<file path="src/rtl/weight_buffer_ctrl.sv">
// weight_buffer_ctrl
//   Sequences the weight buffer. The load side slices a DDR beat stream into
//   per-bank-group write strobes/addresses. The read side arbitrates kernel-set
//   requests from the PE scheduler. It holds back any set that is not resident
//   yet, issues rd_conf with the set's start address, and reports completion
//   when the buffer raises ker_en.
//   Optional build macro: WBC_PERF_CNT_EN adds a saturating stall counter
//   (stall_cnt) and its clear input (stall_clr).
module weight_buffer_ctrl #(
    parameter int ADDR_LEN     = 16,
    parameter int DATA_LEN     = 64,
    parameter int DDR_DATA_LEN = 256,
    parameter int BUFFER_NUM   = 32,
    parameter int SET_DEPTH    = 10,
    parameter int SET_W        = 8
) (
    input  logic                    clk,
    input  logic                    rst_n,
    input  logic                    load_start,
    input  logic [ADDR_LEN-1:0]     load_base,
    input  logic [SET_W-1:0]        load_sets,
    input  logic                    ddr_valid,
    input  logic [DDR_DATA_LEN-1:0] ddr_data,
    output logic                    ddr_ready,
    output logic [DDR_DATA_LEN-1:0] wr_data,
    output logic [ADDR_LEN-1:0]     wr_addr,
    output logic [BUFFER_NUM-1:0]   wr_en,
    output logic                    load_busy,
    output logic [SET_W-1:0]        sets_loaded,
    input  logic                    ker_req,
    input  logic [SET_W-1:0]        ker_set_idx,
    output logic                    ker_grant,
    output logic                    rd_conf,
    output logic [ADDR_LEN-1:0]     st_rd_addr,
    input  logic                    buf_idle,
    input  logic                    ker_en,
    output logic                    ker_done,
    output logic                    req_err
`ifdef WBC_PERF_CNT_EN
    ,
    input  logic                    stall_clr,
    output logic [31:0]             stall_cnt
`endif
);

    // One DDR beat feeds GRP banks; the buffer is NGRP such groups wide.
    localparam int GRP  = DDR_DATA_LEN / DATA_LEN;
    localparam int NGRP = BUFFER_NUM / GRP;
    localparam int G_W  = (NGRP > 1) ? $clog2(NGRP) : 1;
    localparam int D_W  = (SET_DEPTH > 1) ? $clog2(SET_DEPTH) : 1;

    typedef enum logic {
        L_IDLE,
        L_RUN
    } load_state_t;

    typedef enum logic [1:0] {
        R_IDLE,
        R_CONF,
        R_WAIT
    } rd_state_t;

    // ------------------------------------------------------------------
    // Load side
    // ------------------------------------------------------------------
    load_state_t             load_state_reg, load_state_next;
    logic [ADDR_LEN-1:0]     base_reg;
    logic [SET_W-1:0]        sets_reg;
    logic [SET_W-1:0]        sets_loaded_reg;
    logic [G_W-1:0]          g_reg;
    logic [D_W-1:0]          depth_reg;
    logic [ADDR_LEN-1:0]     addr_off_reg;
    logic [DDR_DATA_LEN-1:0] wr_data_reg;
    logic [ADDR_LEN-1:0]     wr_addr_reg;
    logic [BUFFER_NUM-1:0]   wr_en_reg;

    logic                    load_capture;
    logic                    beat_accept;
    logic                    g_last;
    logic                    depth_last;
    logic                    set_last;
    logic                    last_beat;
    logic [NGRP-1:0]         grp_sel;
    logic [BUFFER_NUM-1:0]   wr_en_mask;

    assign g_last     = (g_reg == G_W'(NGRP - 1));
    assign depth_last = (depth_reg == D_W'(SET_DEPTH - 1));
    assign set_last   = ((sets_loaded_reg + SET_W'(1)) == sets_reg);
    assign last_beat  = g_last && depth_last && set_last;

    // Strobe of the bank group currently being filled: GRP ones per group.
    genvar gi;
    generate
        for (gi = 0; gi < NGRP; gi++) begin : g_grp
            assign grp_sel[gi]                = (g_reg == G_W'(gi));
            assign wr_en_mask[gi*GRP +: GRP]  = {GRP{grp_sel[gi]}};
        end
    endgenerate

    // Load FSM state register.
    always_ff @(posedge clk or negedge rst_n) begin
        if (!rst_n) begin
            load_state_reg <= L_IDLE;
        end else begin
            load_state_reg <= load_state_next;
        end
    end

    // Load FSM next state; a zero-set load is a no-op and start is ignored while running.
    always_comb begin
        load_state_next = load_state_reg;
        load_capture    = 1'b0;
        beat_accept     = 1'b0;
        case (load_state_reg)
            L_IDLE: begin
                if (load_start && (load_sets != '0)) begin
                    load_capture    = 1'b1;
                    load_state_next = L_RUN;
                end
            end
            L_RUN: begin
                beat_accept = ddr_valid;
                if (ddr_valid && last_beat) begin
                    load_state_next = L_IDLE;
                end
            end
            default: load_state_next = L_IDLE;
        endcase
    end

    // Load datapath: capture, beat slicing and group/address/set counters.
    always_ff @(posedge clk or negedge rst_n) begin
        if (!rst_n) begin
            base_reg        <= '0;
            sets_reg        <= '0;
            sets_loaded_reg <= '0;
            g_reg           <= '0;
            depth_reg       <= '0;
            addr_off_reg    <= '0;
            wr_data_reg     <= '0;
            wr_addr_reg     <= '0;
            wr_en_reg       <= '0;
        end else begin
            wr_en_reg <= beat_accept ? wr_en_mask : '0;
            if (load_capture) begin
                base_reg        <= load_base;
                sets_reg        <= load_sets;
                sets_loaded_reg <= '0;
                g_reg           <= '0;
                depth_reg       <= '0;
                addr_off_reg    <= '0;
            end else if (beat_accept) begin
                wr_data_reg <= ddr_data;
                wr_addr_reg <= base_reg + addr_off_reg;
                if (g_last) begin
                    g_reg        <= '0;
                    addr_off_reg <= addr_off_reg + ADDR_LEN'(1);
                    if (depth_last) begin
                        depth_reg       <= '0;
                        sets_loaded_reg <= sets_loaded_reg + SET_W'(1);
                    end else begin
                        depth_reg <= depth_reg + D_W'(1);
                    end
                end else begin
                    g_reg <= g_reg + G_W'(1);
                end
            end
        end
    end

    assign ddr_ready   = (load_state_reg == L_RUN);
    assign load_busy   = (load_state_reg == L_RUN);
    assign wr_data     = wr_data_reg;
    assign wr_addr     = wr_addr_reg;
    assign wr_en       = wr_en_reg;
    assign sets_loaded = sets_loaded_reg;

    // ------------------------------------------------------------------
    // Read side
    // ------------------------------------------------------------------
    rd_state_t           rd_state_reg, rd_state_next;
    logic                ker_grant_reg;
    logic                req_err_reg;
    logic                rd_conf_reg;
    logic                ker_done_reg;
    logic [ADDR_LEN-1:0] st_rd_addr_reg;

    logic                req_pending;
    logic                req_seen;
    logic                req_bad;
    logic                req_go;
    logic [ADDR_LEN-1:0] set_off;

    assign set_off = ADDR_LEN'(ker_set_idx) * ADDR_LEN'(SET_DEPTH);

    // Read FSM state register.
    always_ff @(posedge clk or negedge rst_n) begin
        if (!rst_n) begin
            rd_state_reg <= R_IDLE;
        end else begin
            rd_state_reg <= rd_state_next;
        end
    end

    // Read FSM next state and request decode. The request still visible in the
    // grant cycle is the one just answered, so it is not evaluated again; a
    // load captured this cycle makes the request wait for the new set count.
    // buf_idle is only sampled in R_IDLE, so its lag after rd_conf is harmless.
    always_comb begin
        rd_state_next = rd_state_reg;
        req_pending   = 1'b0;
        req_seen      = 1'b0;
        req_bad       = 1'b0;
        req_go        = 1'b0;
        case (rd_state_reg)
            R_IDLE: begin
                req_pending = ker_req && !ker_grant_reg;
                req_seen    = req_pending && !load_capture;
                req_bad     = req_seen && (ker_set_idx >= sets_reg);
                req_go      = req_seen && !req_bad &&
                              (ker_set_idx < sets_loaded_reg) && buf_idle;
                if (req_go) begin
                    rd_state_next = R_CONF;
                end
            end
            R_CONF: begin
                rd_state_next = R_WAIT;
            end
            R_WAIT: begin
                if (ker_en) begin
                    rd_state_next = R_IDLE;
                end
            end
            default: rd_state_next = R_IDLE;
        endcase
    end

    // Read pulses and the start address handed to the buffer.
    always_ff @(posedge clk or negedge rst_n) begin
        if (!rst_n) begin
            ker_grant_reg  <= 1'b0;
            req_err_reg    <= 1'b0;
            rd_conf_reg    <= 1'b0;
            ker_done_reg   <= 1'b0;
            st_rd_addr_reg <= '0;
        end else begin
            ker_grant_reg <= req_go || req_bad;
            req_err_reg   <= req_bad;
            rd_conf_reg   <= (rd_state_reg == R_CONF);
            ker_done_reg  <= (rd_state_reg == R_WAIT) && ker_en;
            if (req_go) begin
                st_rd_addr_reg <= base_reg + set_off;
            end
        end
    end

    assign ker_grant  = ker_grant_reg;
    assign req_err    = req_err_reg;
    assign rd_conf    = rd_conf_reg;
    assign ker_done   = ker_done_reg;
    assign st_rd_addr = st_rd_addr_reg;

`ifdef WBC_PERF_CNT_EN
    // ------------------------------------------------------------------
    // Stall counter: cycles a request sits in R_IDLE without being answered.
    // ------------------------------------------------------------------
    logic        stall_inc;
    logic [31:0] stall_cnt_reg;

    assign stall_inc = req_pending && !req_bad && !req_go;

    // Saturating stall count; clear takes priority over an increment.
    always_ff @(posedge clk or negedge rst_n) begin
        if (!rst_n) begin
            stall_cnt_reg <= '0;
        end else if (stall_clr) begin
            stall_cnt_reg <= '0;
        end else if (stall_inc && (stall_cnt_reg != '1)) begin
            stall_cnt_reg <= stall_cnt_reg + 32'd1;
        end
    end

    assign stall_cnt = stall_cnt_reg;
`endif

endmodule

</file>
<file path="config.mk">
export PLATFORM = sky130hd
export DESIGN_NAME = weight_buffer_ctrl
export DESIGN_NICKNAME = d
export VERILOG_FILES = /design/src/rtl/weight_buffer_ctrl.sv
export SDC_FILE = /design/constraint.sdc
export NUM_CORES = 1
export LEC_CHECK = 0
export ABC_AREA = 0
export CORE_AREA = 4 4 243 245
export DETAILED_ROUTE_END_ITERATION = 6
export DIE_AREA = 0 0 247 249
export SETUP_SLACK_MARGIN = 0.3
export SYNTH_ARGS = -nofsm -noshare
export SYNTH_HDL_FRONTEND = slang
export SYNTH_SLANG_ARGS = --single-unit
</file>
<file path="constraint.sdc">
create_clock -name clk -period 2.5 [get_ports clk]
set_clock_uncertainty 0.1 [all_clocks]
set_input_delay 0.5 -clock clk [delete_from_list [all_inputs] [get_ports clk]]
set_output_delay 0.5 -clock clk [all_outputs]
set_load 0.05 [all_outputs]
</file>
Word level (Yosys, flattened, before mapping). Index checks and enable logic that the tools add are counted.

Logic and storage cells: 90. Flip-flop bits (word level): 382. Output and inout port bits: 334. Bits of input ports: 295.

Order comparisons: 2. Multipliers: 1. Add/sub/neg operators: 6. Reduce and logical (&&, ||, !) cells: 25. Equal/unequal tests: 13. Mux-type cells: 25. Bitwise operators: 2.

Operator list (number): $mux 16 (3); $mux 32 (1); $mux 8 (4); $add 16x1->16 const B (1); $add 16x12->16 (1); $add 16x16->16 (1); $mux 4 (4); $eq 3x3->1 const B (4); $logic_and 1x1->1 (11); $mul 8x3->11 const B (1); $mux 3 (3); $add 8x1->8 const B (1); $eq 8x8->1 (1); $ge 8x8->1 (1); $lt 8x8->1 (1); $reduce_bool 8->1 (1); $eq 3x2->1 const B (2); $mux 1 (6); $pmux 2 s3 (1); $reduce_and 2->1 (3); $reduce_bool 2->1 (3); $add 4x1->4 const B (1); $eq 4x4->1 const B (1); $mux 2 (2); 12 further kinds (16).

Depth between registers and ports, before layout. Gate-level depths: netlist of the first run.

Depth after elaboration: 13. Gate-level depth with buffers: 17. Gate-level depth less buffers: 17.

Worst setup path after synthesis of the first run. Ideal clock, no wire load.

Path type: input to register. From: input ker_set_idx[1]. To: register st_rd_addr_reg[13], in the netlist st_rd_addr[13]. Cell stages on the path: 17. Data arrival time: 3.087 ns. Setup slack: -0.812 ns. Cell sequence: ha_1 -> ha_1 -> inv_1 -> fa_1 -> inv_1 -> a21o_1 -> a21oi_1 -> o21bai_1 -> a21oi_1 -> xnor2_1 -> ha_1 -> nand2_1 -> nand2b_1 -> a21oi_1 -> a21boi_0 -> xor2_1 -> mux2_4.

Longest elaborated chain between the ends: 7.

RTL lines: start, declared (line 31) `input logic [SET_W-1:0] ker_set_idx,`; parallel branches: the longest is 7 deep, another holds $add 16x12->16; end signal, assigned (line 252) `st_rd_addr_reg <= base_reg + set_off;`; end, declared (line 186) `logic [ADDR_LEN-1:0] st_rd_addr_reg;`.

Several ways; the timed one is not identified. A chain may end at the register's enable or synchronous reset.

Worst setup path in the final report of the first run. Ends and elaborated chain as after synthesis.

==> metrics.log, run 1 <==
INFO  metric run_status = finished with violations
INFO  metric failed_checks = setup timing
INFO  metric place_worst_setup_slack = -1.38 ns
INFO  metric chipHeight = roughly 250 microns
INFO  metric grt-ovfl-total = 0
INFO  metric tns_setup = -3.86 ns
INFO  metric setup_slack = -0.269 ns
INFO  metric asyncSetResetFlopFracSynth = 100%
INFO  metric finalCritPeriodShare = 111%
INFO  metric synthesis.nets = approximately 2100
INFO  metric ys_seq_area_share = 56.0%
INFO  metric max_slew_violation_total_from_the_final_report = 0
INFO  metric ir_worst_vdd = 0.000507 V
INFO  metric route.vias.total = 14600
INFO  metric netlist_instances = 1750
INFO  metric synth-main-ff-cell = sky130_fd_sc_hd__dfrtp_1
INFO  metric globalRouteTotalUtil = 18.3%
INFO  metric timing.hold.worst_endpoint = wr_data[135]
INFO  metric number_of_synthesized_flops_with_an_enable_pin = 0
INFO  metric fin_nets = 2820
INFO  metric synth-seq-cells = 358
INFO  metric worst-r2r-cell-count = 10
INFO  metric final_layout_size_suffix_gt1_share = 13.4%
INFO  metric grt_start_max_net_pins = about 100
INFO  metric synthesis.yosys.warnings = 0
INFO  metric criticalPathCategory = in2reg
INFO  metric area_growth_syn_to_layout = 60.1%
INFO  metric cp_data_required_time = around 2.9 ns
INFO  metric first_global_vias = 15300
INFO  metric timing.reg2reg.setup_slack = -0.26 ns
INFO  metric mean_instance_size_in_the_synthesized_netlist = about 9 sq um
INFO  metric chip_width = 247 microns
INFO  metric core_area = approximately 0.057 sq mm
INFO  metric final-hold-violation-count = 0
INFO  metric cts_buffers = 44
INFO  metric critical_path.reg2reg.startpoint = sets_reg[2]
INFO  metric htreeDepth = 2
INFO  metric placementRows = 88
INFO  metric hold_depth = 3
INFO  metric critPathSlowestCell = sky130_fd_sc_hd__ha_1
INFO  metric global_route_wire_length_before_repair = 88700 microns
INFO  metric postRouteAntennaNets = 0
INFO  metric tritoncts = yes
INFO  metric detail_route.wl_per_cell = roughly 18 microns
INFO  metric insertion_delay = roughly 0.56 ns
INFO  metric totalWireLength = 58200 microns
INFO  metric critical_path.startpoint_type = input pin
INFO  metric rr_endpoint = st_rd_addr[0]
INFO  metric element_type_at_the_critical_path_end = flop
INFO  metric syn-cell-area = between 0.015 and 0.02 sq mm
INFO  metric clock_tree.buffer_depth = 3
INFO  metric power.density = 905 mW/mm^2
INFO  metric vias_per_cell = 4.49
INFO  metric synth_cell_types = 53
INFO  metric first_iter_violations = 650
INFO  metric p_leak = 13.0 nW
INFO  metric pin_count = 629
INFO  metric gp_routability_congestion = roughly 0.86
INFO  metric clock_sinks = around 360
INFO  metric fmax = 361 MHz
INFO  metric setup_repair_after_global_routing_missed_its_margin = yes
INFO  metric max_cap_violations = 0
INFO  metric detail_route.drc_violations = 0
INFO  metric drtPass1Iterations = 5
INFO  metric critical_path_arrival = 3.12 ns
INFO  metric slew_headroom = between 50% and 60%
INFO  metric dp_hpwl = around 44000 microns
INFO  metric setup_violation_total_in_the_final_timing_report = 17
INFO  metric period_needed = 2.77 ns
INFO  metric hold_path.class = in2reg
INFO  metric worst_setup_hold_path_clk_slew = ~0.060 ns
INFO  metric peak_fanout_along_the_critical_path = 3
INFO  metric crit_path_max_incr_delay = a little under 0.3 ns
INFO  metric initial_core_utilization = 28.0%
INFO  metric largest_reg_flops = 256
INFO  metric number_of_buffers_added_on_ports = 628
INFO  metric worst_slew_pin_slew = 0.650 ns
INFO  metric floorplan.die_area = 0.0615 sq mm
INFO  metric min_from = ddr_data[135]
INFO  metric antenna_violations_before_repair = 3
INFO  metric cts.root.buffer_cell = sky130_fd_sc_hd__clkbuf_16
INFO  metric path_cells = buf_8, ha_4, ha_4, inv_2, fa_2, inv_2, a21o_1, a21oi_2, o21bai_1, a21oi_1, xnor2_1, ha_1, nand2_2, nand2b_1, a21oi_2, a21boi_1, xor2_1, mux2_4
[stage by stage]
step	power [W]	cells	hold WS [ns]	util, %	area [sq um]
final	0.0232	3261	0.351	44.8	25600
after CTS	0.0234	3254	0.293	44.6	25500
after detailed placement	0.0171	3159	0.360	42.1	24100
after global routing	0.0244	3261	0.326	44.8	25600
after floorplan	0.0132	1750	0.104	-	16200
after global placement	0.0170	3159	0.355	42.1	24100
[report_power, final]
part / internal, W / switching, W
Clock: 0.00395 / 0.00259
Combinational: 0.00311 / 0.00596
Sequential: 0.00682 / 0.000738
Total: 0.0139 / 0.00929
[worst max-delay path by stage]
stage               depth (start not counted)      startpoint              to
floorplan                                  17  ker_set_idx[3]  st_rd_addr[14]
global placement                           18  ker_set_idx[2]  st_rd_addr[15]
detailed placement                         15  ker_set_idx[2]  st_rd_addr[13]
CTS                                        16  ker_set_idx[3]  st_rd_addr[11]
global route                               10     sets_reg[2]  st_rd_addr[11]
finish                                     18  ker_set_idx[1]  st_rd_addr[13]
[layer usage]
layer  GRT usage [%]  vias up  wire length [microns]  part of all wire, %
li1                -     6986                      -                    -
met3            5.23      122                   4090                  7.0
met2            31.3      484                  28800                   49
met5               0        -                      0                    0
met1            21.7     7034                  22900                   39
met4            7.33        0                   2520                  4.3
[area by class of cell]
class / count / area, sq um
flip-flops and latches: 358 / 8960
well taps: 765 / 957
clock buffers: 63 / 1260
fillers: 5532 / 31500
clock inverters: 18 / 226
repair buffers: 762 / 7210
multi-input cells: 1251 / 6820
diodes: 2 / 5.00
inverters: 42 / 158
[cells by family after synthesis]
logic type      share of synthesized area (%)
xor+xnor                                 3.12
mux                                      2.46
fa+ha+maj                                5.30
buf+inv                                  3.97
compound gates                           5.08
flops                                    56.0
simple gates                             24.0
[repair_timing]
item	in CTS	in global routing
hold buffers	1	0
resized for setup	432	35
hold endpoints to repair	48	0
buffers inserted	12	5
gates cloned	1	0
endpoints found under the setup margin	356	37
pin swaps	39	19
[worst max-delay path, delay by kind of cell]
kind | cells | cell delay, ns
buf+inv | 3 | 0.19
mux | 1 | 0.26
fa+ha+maj | 4 | 0.88
simple gates | 2 | 0.17
compound gates | 6 | 0.83
xor+xnor | 2 | 0.29
[cells in the final DEF, fill, tap and decap left out, types with 16 or more instances in the layout]
cell                              count
sky130_fd_sc_hd__inv_1               36
sky130_fd_sc_hd__xnor2_1             31
sky130_fd_sc_hd__ha_1                40
sky130_fd_sc_hd__a21oi_1             26
sky130_fd_sc_hd__dlygate4sd2_1      305
sky130_fd_sc_hd__buf_12              22
sky130_fd_sc_hd__dfrtp_1            357
sky130_fd_sc_hd__clkdlybuf4s50_1    285
sky130_fd_sc_hd__xor2_1              24
sky130_fd_sc_hd__clkbuf_16           45
sky130_fd_sc_hd__and3_1              20
sky130_fd_sc_hd__o21ai_0             32
sky130_fd_sc_hd__nand2_1            834
sky130_fd_sc_hd__ha_4                16
sky130_fd_sc_hd__buf_4              112
sky130_fd_sc_hd__nor2_1              38
[cell usage after synthesis, types with 4 or more instances]
cell	number	share of area [%]
sky130_fd_sc_hd__o22ai_1	4	0.16
sky130_fd_sc_hd__mux2_4	7	0.66
sky130_fd_sc_hd__and3_1	20	0.78
sky130_fd_sc_hd__nor2_1	39	0.92
sky130_fd_sc_hd__or2_2	4	0.16
sky130_fd_sc_hd__nand2_1	838	20
sky130_fd_sc_hd__dfrtp_1	358	56
sky130_fd_sc_hd__clkbuf_1	62	1.5
sky130_fd_sc_hd__o21ai_0	40	1.3
sky130_fd_sc_hd__xor2_1	24	1.3
sky130_fd_sc_hd__a211oi_1	6	0.28
sky130_fd_sc_hd__or3_1	5	0.20
sky130_fd_sc_hd__nor4_1	4	0.16
sky130_fd_sc_hd__buf_4	25	1.2
sky130_fd_sc_hd__o21a_1	4	0.19
sky130_fd_sc_hd__nor3_1	7	0.22
sky130_fd_sc_hd__a21o_1	11	0.52
sky130_fd_sc_hd__nand2b_1	5	0.20
sky130_fd_sc_hd__a31oi_1	5	0.20
sky130_fd_sc_hd__ha_1	63	4.9
sky130_fd_sc_hd__a21oi_1	38	1.2
sky130_fd_sc_hd__nand3_1	9	0.28
sky130_fd_sc_hd__inv_1	42	0.99
sky130_fd_sc_hd__nor2b_1	5	0.20
sky130_fd_sc_hd__buf_1	11	0.26
sky130_fd_sc_hd__xnor2_1	33	1.8
sky130_fd_sc_hd__mux2_2	23	1.6
sky130_fd_sc_hd__nand4_1	14	0.55
Power figures use the tool's default switching activity.
==> run 2: changes to the inputs <==
- CAP_MARGIN: unset -> 40
==> results of run 2 <==
No change in the layout: final DEF, timing and power equal those of run 1.
==> run 3: changes to the inputs <==
- CORE_AREA: 4 4 243 245 -> 4 4 244 246
- DIE_AREA: 0 0 247 249 -> 0 0 248 250
==> run 3 against run 2 <==
The run still ends with setup timing left; global-route usage shrank 0.34 points; die area grew 0.81%; via count shrank 1.2%; clock-buffer cell count shrank 5; flip-flop and latch count is the same; critical path type unchanged; largest power group unchanged.
==> metrics.log, run 3 (same netlist as run 1, synthesis figures left out) <==
INFO  metric run_status = finished with violations (unchanged)
INFO  metric failed_checks = setup timing (unchanged)
INFO  metric antenna_violations_before_repair = 9 (was 3)
INFO  metric chipHeight = 250 microns (was 249 microns)
INFO  metric gp_routability_congestion = 0.866 (was 0.860)
INFO  metric postRouteAntennaNets = 0 (unchanged)
INFO  metric hold_path.class = in2reg (unchanged)
INFO  metric critical_path.startpoint_type = input pin (unchanged)
INFO  metric clock_tree.buffer_depth = 3 (unchanged)
INFO  metric peak_fanout_along_the_critical_path = 3 (unchanged)
INFO  metric core_area = 0.0574 sq mm (was 0.0571 sq mm)
INFO  metric seqCellArea = 0.00896 sq mm (unchanged)
INFO  metric detail_route.drc_violations = 0 (unchanged)
INFO  metric number_of_buffers_added_on_ports = 628 (unchanged)
INFO  metric dp_hpwl = 43200 microns (was 44300 microns)
INFO  metric tritoncts = yes (unchanged)
INFO  metric multi_input_area = 0.00683 sq mm (was 0.00682 sq mm)
INFO  metric setup_repair_after_global_routing_missed_its_margin = yes (unchanged)
INFO  metric grt_start_max_net_pins = 65 (was 98)
INFO  metric globalRouteTotalUtil = 18.0% (was 18.3%)
INFO  metric final-hold-violation-count = 0 (unchanged)
INFO  metric placementRows = 88 (unchanged)
INFO  metric totalWireLength = 57800 microns (was 58200 microns)
INFO  metric global_route_wire_length_before_repair = 87600 microns (was 88700 microns)
INFO  metric worst_setup_hold_path_clk_slew = 0.06 ns (about the same)
INFO  metric area_growth_syn_to_layout = 59.5% (was 60.1%)
INFO  metric worst-r2r-cell-count = 11 (was 10)
INFO  metric cts.root.buffer_cell = sky130_fd_sc_hd__clkbuf_16 (unchanged)
INFO  metric slew_headroom = 59.9% (was 56.7%)
INFO  metric vias_per_cell = 4.43 (was 4.49)
INFO  metric pin_count = 629 (unchanged)
INFO  metric final_core_density = 44.5% (was 44.8%)
INFO  metric clock_sinks = 358 (unchanged)
INFO  metric layout_common_cells = sky130_fd_sc_hd__nand2_1, sky130_fd_sc_hd__dfrtp_1, sky130_fd_sc_hd__dlygate4sd2_1 (unchanged)
INFO  metric hold_depth = 3 (unchanged)
INFO  metric floorplan.die_area = 0.0620 sq mm (was 0.0615 sq mm)
INFO  metric criticalPathCategory = in2reg (unchanged)
INFO  metric cts_buffers = 43 (was 44)
INFO  metric power.density = 911 mW/mm^2 (was 905 mW/mm^2)
INFO  metric critical_path_arrival = 3.35 ns (was 3.12 ns)
INFO  metric final_layout_size_suffix_gt1_share = 12.9% (was 13.4%)
INFO  metric drtPass1Iterations = 5 (unchanged)
INFO  metric rr_endpoint = st_rd_addr[6] (was st_rd_addr[0])
INFO  metric postPlaceCellArea = 0.0239 sq mm (was 0.0241 sq mm)
INFO  metric timing.hold.worst_endpoint = wr_data[53] (was wr_data[135])
INFO  metric route.vias.total = 14500 (was 14600)
INFO  metric detail_route.wl_per_cell = 17.7 microns (was 17.9 microns)
INFO  metric largest_reg_flops = 256 (unchanged)
INFO  metric initial_core_utilization = 27.9% (was 28.0%)
INFO  metric critical_path.reg2reg.startpoint = sets_reg[2] (unchanged)
INFO  metric fmax = 333 MHz (was 361 MHz)
INFO  metric htreeDepth = 2 (unchanged)
INFO  metric max_cap_violations = 0 (unchanged)
INFO  metric element_type_at_the_critical_path_end = flop (unchanged)
INFO  metric final_design_area_no_fill = 0.0255 sq mm (was 0.0256 sq mm)
INFO  metric place_worst_setup_slack = -1.38 ns (about the same)
INFO  metric max_slew_violation_total_from_the_final_report = 0 (unchanged)
INFO  metric finalCritPeriodShare = 120% (was 111%)
INFO  metric setup_violation_total_in_the_final_timing_report = 16 (was 17)
INFO  metric timing.reg2reg.setup_slack = -0.13 ns (was -0.26 ns)
INFO  metric p_leak = 13.0 nW (about the same)
INFO  metric grt-ovfl-total = 0 (unchanged)
INFO  metric chip_width = 248 microns (was 247 microns)
INFO  metric ir_worst_vdd = 0.000507 V (about the same)
INFO  metric fillCellCount = 5634 (was 5532)
INFO  metric first_iter_violations = 641 (was 650)
INFO  metric worst_slew_pin_slew = 0.603 ns (was 0.650 ns)
INFO  metric final_common_cell = sky130_fd_sc_hd__nand2_1 (unchanged)
INFO  metric setup_slack = -0.499 ns (was -0.269 ns)
INFO  metric min_from = ddr_data[53] (was ddr_data[135])
INFO  metric insertion_delay = 0.57 ns (was 0.56 ns)
INFO  metric fin_nets = 2814 (was 2820)
INFO  metric first_global_vias = 14900 (was 15300)
INFO  metric cp_data_required_time = 2.85 ns (about the same)
INFO  metric period_needed = 3.00 ns (was 2.77 ns)
==> run 3: metrics by stage <==
step | hold slack, ns | TNS (ns) | cells | total power (W)
finish | 0.348 | -3.86 | 3262 | 0.0232
detailed placement | 0.361 | -23.49 | 3145 | 0.0171
global placement | 0.353 | -23.64 | 3145 | 0.0170
floorplan | 0.104 | -6.07 | 1750 | 0.0132
global route | 0.328 | -5.54 | 3260 | 0.0244
CTS | 0.305 | -2.95 | 3241 | 0.0233
==> run 3: where the power goes <==
group          total [W]  switching (W)  internal [W]
combinational    0.00915        0.00598       0.00317
clock            0.00653        0.00264       0.00388
sequential       0.00757       0.000745       0.00682
==> run 3: layout make-up <==
type / instances / share of cell area (%)
clock buffer: 58 / 4.79
tap: 765 / 3.75
antenna: 9 / 0.0883
timing repair buffer: 757 / 27.9
clock inverter: 22 / 1.03
sequential: 358 / 35.1
multi-input combinational: 1251 / 26.7
inverter: 42 / 0.618
==> run 3: worst max-delay path by stage <==
stage / slack [ns] / startpoint / depth (start not counted) / to
global route: -0.60 / ker_set_idx[2] / 19 / st_rd_addr[13]
global placement: -1.34 / ker_set_idx[3] / 15 / st_rd_addr[12]
floorplan: -0.63 / ker_set_idx[3] / 17 / st_rd_addr[14]
CTS: -0.40 / ker_set_idx[1] / 16 / st_rd_addr[11]
finish: -0.50 / ker_set_idx[3] / 18 / st_rd_addr[13]
detailed placement: -1.38 / ker_set_idx[2] / 19 / st_rd_addr[13]
==> run 3: critical path: stages <==
cell                        delay [ns]
sky130_fd_sc_hd__buf_8            0.10
sky130_fd_sc_hd__ha_4             0.26
sky130_fd_sc_hd__ha_4             0.12
sky130_fd_sc_hd__inv_2            0.04
sky130_fd_sc_hd__fa_2             0.39
sky130_fd_sc_hd__inv_2            0.06
sky130_fd_sc_hd__a21o_1           0.13
sky130_fd_sc_hd__a21oi_2          0.08
sky130_fd_sc_hd__o21bai_1         0.19
sky130_fd_sc_hd__a21oi_2          0.09
sky130_fd_sc_hd__xnor2_1          0.13
sky130_fd_sc_hd__ha_1             0.37
sky130_fd_sc_hd__nand2_2          0.11
sky130_fd_sc_hd__inv_1            0.09
sky130_fd_sc_hd__o2111ai_2        0.16
sky130_fd_sc_hd__a21boi_2         0.19
sky130_fd_sc_hd__xor2_1           0.08
sky130_fd_sc_hd__mux2_4           0.26
==> run 3: layer usage <==
metal  vias to the layer above  wire length (microns)  GRT usage (%)
li1                       6965                      -              -
met5                         -                      7              0
met3                       111                   4070           5.18
met4                         2                   1850           6.75
met1                      6939                  22600           21.1
met2                       435                  29300           31.1
==> run 3: timing repair <==
action	in CTS	in global routing
buffers inserted	14	11
hold buffers	1	0
endpoints found under the hold margin	45	0
setup endpoints to repair	354	38
cloned	1	1
pin swaps	43	34
resized for setup	414	38
